File: src/rtl/cpu_step_ctrl.sv
// cpu_step_ctrl: generates the cpu instruction-advance strobe from the system clock.
// Supports free-run, single-step debug, PC breakpoint and halt-freeze modes.
module cpu_step_ctrl #(
    parameter int WORD_WIDTH  = 16,
    parameter int CLK_DIV     = 62,
    parameter int SYNC_STAGES = 2
) (
    input  logic                  clk,
    input  logic                  rst,
    input  logic                  debug_mode,
    input  logic                  debug_clk,
    input  logic                  resume,
    input  logic                  halted,
    input  logic [WORD_WIDTH-1:0] pc,
    input  logic                  bp_en,
    input  logic [WORD_WIDTH-1:0] bp_addr,
    output logic                  cpu_stb,
    output logic [1:0]            state,
    output logic                  bp_hit,
    output logic [15:0]           instr_count
);

    typedef enum logic [1:0] {
        ST_RUN   = 2'd0,
        ST_STEP  = 2'd1,
        ST_BREAK = 2'd2,
        ST_HALT  = 2'd3
    } state_t;

    state_t                 cur_state;
    state_t                 nxt_state;
    logic [7:0]             divider;
    logic                   tick;
    logic                   skip_bp;
    logic                   strobe_nxt;
    logic [SYNC_STAGES-1:0] dbg_sync;
    logic                   dbg_cur;
    logic                   dbg_prev;
    logic                   step_edge;
    logic                   bp_match;
    logic                   bp_fire;

    assign tick      = (divider == 8'(CLK_DIV - 1));
    assign step_edge = dbg_cur & ~dbg_prev;
    assign bp_match  = bp_en && (pc == bp_addr);
    assign bp_fire   = tick && bp_match && !skip_bp;
    assign state     = cur_state;

    // debug_clk synchroniser plus edge-detect pair; all ones on reset so a held-high input gives no step.
    // dbg_cur is an extra stage after the chain, giving SYNC_STAGES+1 cycles from sampling to strobe.
    always_ff @(posedge clk) begin
        if (rst) begin
            dbg_sync <= '1;
            dbg_cur  <= 1'b1;
            dbg_prev <= 1'b1;
        end else begin
            dbg_sync[0] <= debug_clk;
            for (int unsigned i = 1; i < SYNC_STAGES; i++) begin
                dbg_sync[i] <= dbg_sync[i-1];
            end
            dbg_cur  <= dbg_sync[SYNC_STAGES-1];
            dbg_prev <= dbg_cur;
        end
    end

    // State register.
    always_ff @(posedge clk) begin
        if (rst) begin
            cur_state <= ST_RUN;
        end else begin
            cur_state <= nxt_state;
        end
    end

    // Next-state logic; priority debug_mode > halted > breakpoint > tick.
    always_comb begin
        nxt_state = cur_state;
        unique case (cur_state)
            ST_RUN: begin
                if (debug_mode) begin
                    nxt_state = ST_STEP;
                end else if (halted) begin
                    nxt_state = ST_HALT;
                end else if (bp_fire) begin
                    nxt_state = ST_BREAK;
                end
            end
            ST_STEP: begin
                if (!debug_mode) begin
                    nxt_state = ST_RUN;
                end
            end
            ST_BREAK: begin
                if (debug_mode) begin
                    nxt_state = ST_STEP;
                end else if (resume) begin
                    nxt_state = ST_RUN;
                end
            end
            ST_HALT: begin
                nxt_state = ST_HALT;
            end
            default: begin
                nxt_state = ST_RUN;
            end
        endcase
    end

    // Output decode: strobe request for the next cycle and breakpoint flag.
    always_comb begin
        strobe_nxt = 1'b0;
        bp_hit     = 1'b0;
        unique case (cur_state)
            ST_RUN:   strobe_nxt = !debug_mode && !halted && tick && !bp_fire;
            ST_STEP:  strobe_nxt = debug_mode && step_edge;
            ST_BREAK: bp_hit     = 1'b1;
            ST_HALT:  strobe_nxt = 1'b0;
            default:  strobe_nxt = 1'b0;
        endcase
    end

    // Run-mode divider; held at zero outside RUN and cleared on any RUN exit so re-entry starts fresh.
    always_ff @(posedge clk) begin
        if (rst) begin
            divider <= '0;
        end else if (cur_state == ST_RUN && nxt_state == ST_RUN) begin
            divider <= tick ? '0 : divider + 8'd1;
        end else begin
            divider <= '0;
        end
    end

    // Breakpoint skip flag: set on return to RUN so the current PC is not re-broken, cleared by a run strobe.
    always_ff @(posedge clk) begin
        if (rst) begin
            skip_bp <= 1'b0;
        end else if (cur_state == ST_RUN && strobe_nxt) begin
            skip_bp <= 1'b0;
        end else if (cur_state != ST_RUN && nxt_state == ST_RUN) begin
            skip_bp <= 1'b1;
        end
    end

    // Registered strobe and instruction counter.
    always_ff @(posedge clk) begin
        if (rst) begin
            cpu_stb     <= 1'b0;
            instr_count <= '0;
        end else begin
            cpu_stb <= strobe_nxt;
            if (cpu_stb) begin
                instr_count <= instr_count + 16'd1;
            end
        end
    end

endmodule

File: config.mk
export PLATFORM = sky130hd
export DESIGN_NAME = cpu_step_ctrl
export DESIGN_NICKNAME = d
export VERILOG_FILES = /design/src/rtl/cpu_step_ctrl.sv
export SDC_FILE = /design/constraint.sdc
export NUM_CORES = 1
export LEC_CHECK = 0
export CORE_MARGIN = 4
export CORE_UTILIZATION = 45
export CTS_CLUSTER_DIAMETER = 80
export DETAILED_ROUTE_END_ITERATION = 16
export DONT_BUFFER_PORTS = 1
export SLEW_MARGIN = 20
export SYNTH_ARGS = -nofsm -noshare
export SYNTH_HDL_FRONTEND = slang
export SYNTH_SLANG_ARGS = --single-unit
File: constraint.sdc
create_clock -name clk -period 2.5 [get_ports clk]
set_clock_uncertainty 0.2 [all_clocks]
set_input_delay 0.5 -clock clk [delete_from_list [all_inputs] [get_ports clk]]
set_output_delay 0.5 -clock clk [all_outputs]
set_load 0.01 [all_outputs]
After elaboration in Yosys (flattened, before gate mapping)
Index checks and enable logic that the tools add are counted.

Logic and storage cells: 46. Input bits: 39. Output and inout port bits: 20. Flip-flop bits (word level): 32.

Reduce and logical (&&, ||, !) cells: 19. Multiplexer cells: 9. Add/subtract/negate cells: 2. Bitwise gates (word level): 3. Equal/unequal tests: 5.

Operators with widths (count): adder 16 x 1 -> 16 bit, second input constant (1); equality test 16 bit (1); two-way mux 2 bit (6); logical AND 1 bit (10); adder 8 x 1 -> 8 bit, second input constant (1); equality test 8 x 6 -> 1 bit, second input constant (1); case mux 2 bit (4 select lines) (1); equality test 2 bit, second input constant (2); zero test 1 bit (4); zero test 2 bit (2); OR reduction 3 bit (1); equality test 2 x 1 -> 1 bit, second input constant (1); inverter 1 bit (2); case mux 1 bit (2 select lines) (1); nonzero test 2 bit (1); OR reduction 2 bit (1); bitwise AND 1 bit (1); two-way mux 1 bit (1).

Longest topological paths before layout
Depth in word-level cells: 12. Mapped depth: 6. Gate-level depth less buffers: 6.

Worst setup path before layout
Ideal clock, no wire load.

Path type: reg-to-reg. From: register instr_count[0]. To: register instr_count[14]. Clock period less this slack: 1.823 ns. Data arrival time: 1.553 ns. Library setup time: 0.070 ns. Required time: 2.230 ns. Stages on the path, launching flop included: 7. Path slack: 0.677 ns. Buffers on the path: 1. Cell sequence: dfxtp_1 > ha_1 > and4_1 > buf_6 > nand2_4 > or4_1 > a21oi_1.

Longest elaborated chain between the ends: 1.

Ends and longest elaborated chain: start, declared (RTL line 20) `output logic [15:0] instr_count`; start signal, assigned (RTL line 152) `instr_count <= instr_count + 16'd1;`; adder 16 x 1 -> 16 bit (RTL line 152).

Every way passes these cells. A chain may end at the register's enable or synchronous reset.

Worst setup path in the final report
From: register instr_count[0]. To: register instr_count[12].

Same word-level chain as after synthesis.

==> results.tsv <==
metric	value	unit
outcome	complete, no violations	
met3_usage	0.0443	
drc	0	
root_buffer	clkbuf_4	
grt_pass1_vias	1146	
path_class	reg -> reg	
synth_nets	219	
io_pins	59	
path_clk_slew	90	ps
ys_seq_area_frac	0.393	
overflow	0	
avgViaCountPerCell	5.43	
synth_top_family_by_area	simple AND/OR/NAND/NOR gates	
drtPass1Iterations	4	
n_fill_cell	332	
port_buffers	0	
grt_util_all_layers	0.142	
postCtsHoldBufs	0	
die_area	4650	um2
syn_area	1630	um2
use_met2	0.237	
synth_flop_cell	dfxtp_1	
muxShareOfSynthArea	0.0153	
h-tree-depth	2	
cts.sinks	32	
clk-insertion-delay-late	330	ps
ir_worst_vdd	0.000206	V
syn_area_per_cell	9.22	um2
clockBufferDepth	2	
cts_made_buffers	5	
ys_async_sr_fraction	0	
num-nets-final	223	
grt_max_degree	28	
finalSetupViolations	0	
ys_warn_count	0	
netlist_instances	177	
placed_area	1670	um2
routed_wl	3020	um
wl_per_cell	13.2	um
postLayoutCoreUtil	0.505	
rsz0062_at_grt	false	
synth-simple-area-share	0.293	
dp_hpwl	2330	um
cap_viol_max_count	0	
busiest_layer	met2	
drt_iter0_markers	62	
gp_congestion	0.767	
synth-compound-area-share	0.0767	
worstPathArrival	2010	ps
fin_tns_setup	0	ps
grt_util_met1	0.168	
cp-end-kind	flip-flop	
slew_headroom	0.768	
synthXorXnorAreaFrac	0.172	
finalHoldViolCount	0	
clock.fmax	0.514	GHz
power	0.878	mW
syn2layout_area_growth	5.75	%
chipHeight	68.2	um
postRouteAntennaNets	0	
synth_seq_cells	32	
fin_cells	228	
post_synth_num_cell_types	41	
cts_resized	0	
powerDensity	509	nW/um2
drive_above_1_share	0.110	
maxSlewViolCount	0	
placed_cells	220	
final_cell_area	1730	um2
cts_tree	done	
critPathMaxFanout	5	
hp-class	in -> reg	
p_leak	0.581	nW
core.rowCount	21	
grt_pass1_wl	5050	um
n_antenna_cell	0	
post-route-period-util	0.779	
synth_fa_ha_area_frac	0.0230	
num_vias	1238	
cp.required	2570	ps
cp-start-kind	flip-flop	
start_util	0.478	
period_minus_slack	1950	ps
tightestPinTransition	345	ps
core	3420	um2
postCtsSetupBuffers	0	
synth_edf_count	0	
antenna_found_initial	0	
die_width	68.2	um
report_power, final:
part           switching [mW]  internal, mW  leakage, nW  total, mW
sequential            0.00824         0.516        0.259      0.524
combinational          0.0192        0.0319        0.289     0.0511
clock                   0.164         0.139       0.0326      0.303
final timing paths:
path	cells past startpoint	slack [ps]	end	from
min reg2reg	1	220	dbg_sync[1]	dbg_sync[0]
max reg2reg	5	550	instr_count[12]	instr_count[0]
min	1	30	instr_count[14]	rst
max	5	550	instr_count[12]	instr_count[0]
critical path: stages (launching register included):
cell and delay (ps):
dfxtp_1 510, ha_1 220, and4_1 340, nand2_4 80, or4_1 390, a21oi_1 150
area by class of cell:
cell class              count  area [um2]  share of cell area
multi-input cells         137         946               0.548
clock buffers               8        58.8              0.0341
well taps                  46        57.6              0.0334
inverters                   4        15.0             0.00870
repair buffers              1        7.51             0.00435
flip-flops and latches     32         641               0.371
layout by cell type, fill, tap and decap left out, types with 4 or more instances in the layout:
master    synthesis  final
nand4_1           8      8
nor2_1           23     23
nand3_1           9      9
xor2_1           10     10
clkbuf_4          0      5
or2_2             4      4
nand2_1           7      7
a21oi_1           9      9
nor3_1            4      4
inv_1             4      4
xnor2_1          22     22
dfxtp_1          32     32
cells in the mapped netlist, types with 4 or more instances:
master	n	area (um2)
or2_2	4	25.0
nor3_1	4	20.0
xor2_1	10	87.6
dfxtp_1	32	641
nor2_1	23	86.3
a21oi_1	9	45.0
nand3_1	9	45.0
xnor2_1	22	193
nand4_1	8	50.1
inv_1	4	15.0
nand2_1	7	26.3
per-layer routing:
layer / vias to the layer above / routed length, um
li1: 629 / -
met1: 564 / 1250
met2: 39 / 1500
met3: 6 / 223
met4: 0 / 43
met5: - / 0
cells by family after synthesis:
| kind of cell | Yosys count |
|---|---|
| multiplexers | 2 |
| adder cells (fa/ha/maj) | 3 |
| XOR/XNOR | 32 |
| AO/OA/AOI/OAI | 20 |
| flip-flops | 32 |
| buffers and inverters | 8 |
| AND/OR/NAND/NOR | 80 |
through the flow:
stage,setup slack (ps),hold WS (ps)
after floorplan,677,189
after global placement,595,195
after detailed placement,558,202
after CTS,535,16.2
after global routing,384,8.93
final,553,32.5
state kept, by name, indices dropped and copies added (netlist names):
register / flops
cpu_stb: 1
divider: 8
dbg_cur: 1
skip_bp: 1
state: 2
instr_count: 16
dbg_sync: 2
dbg_prev: 1
Note: power is estimated with default switching activity, not from simulation.
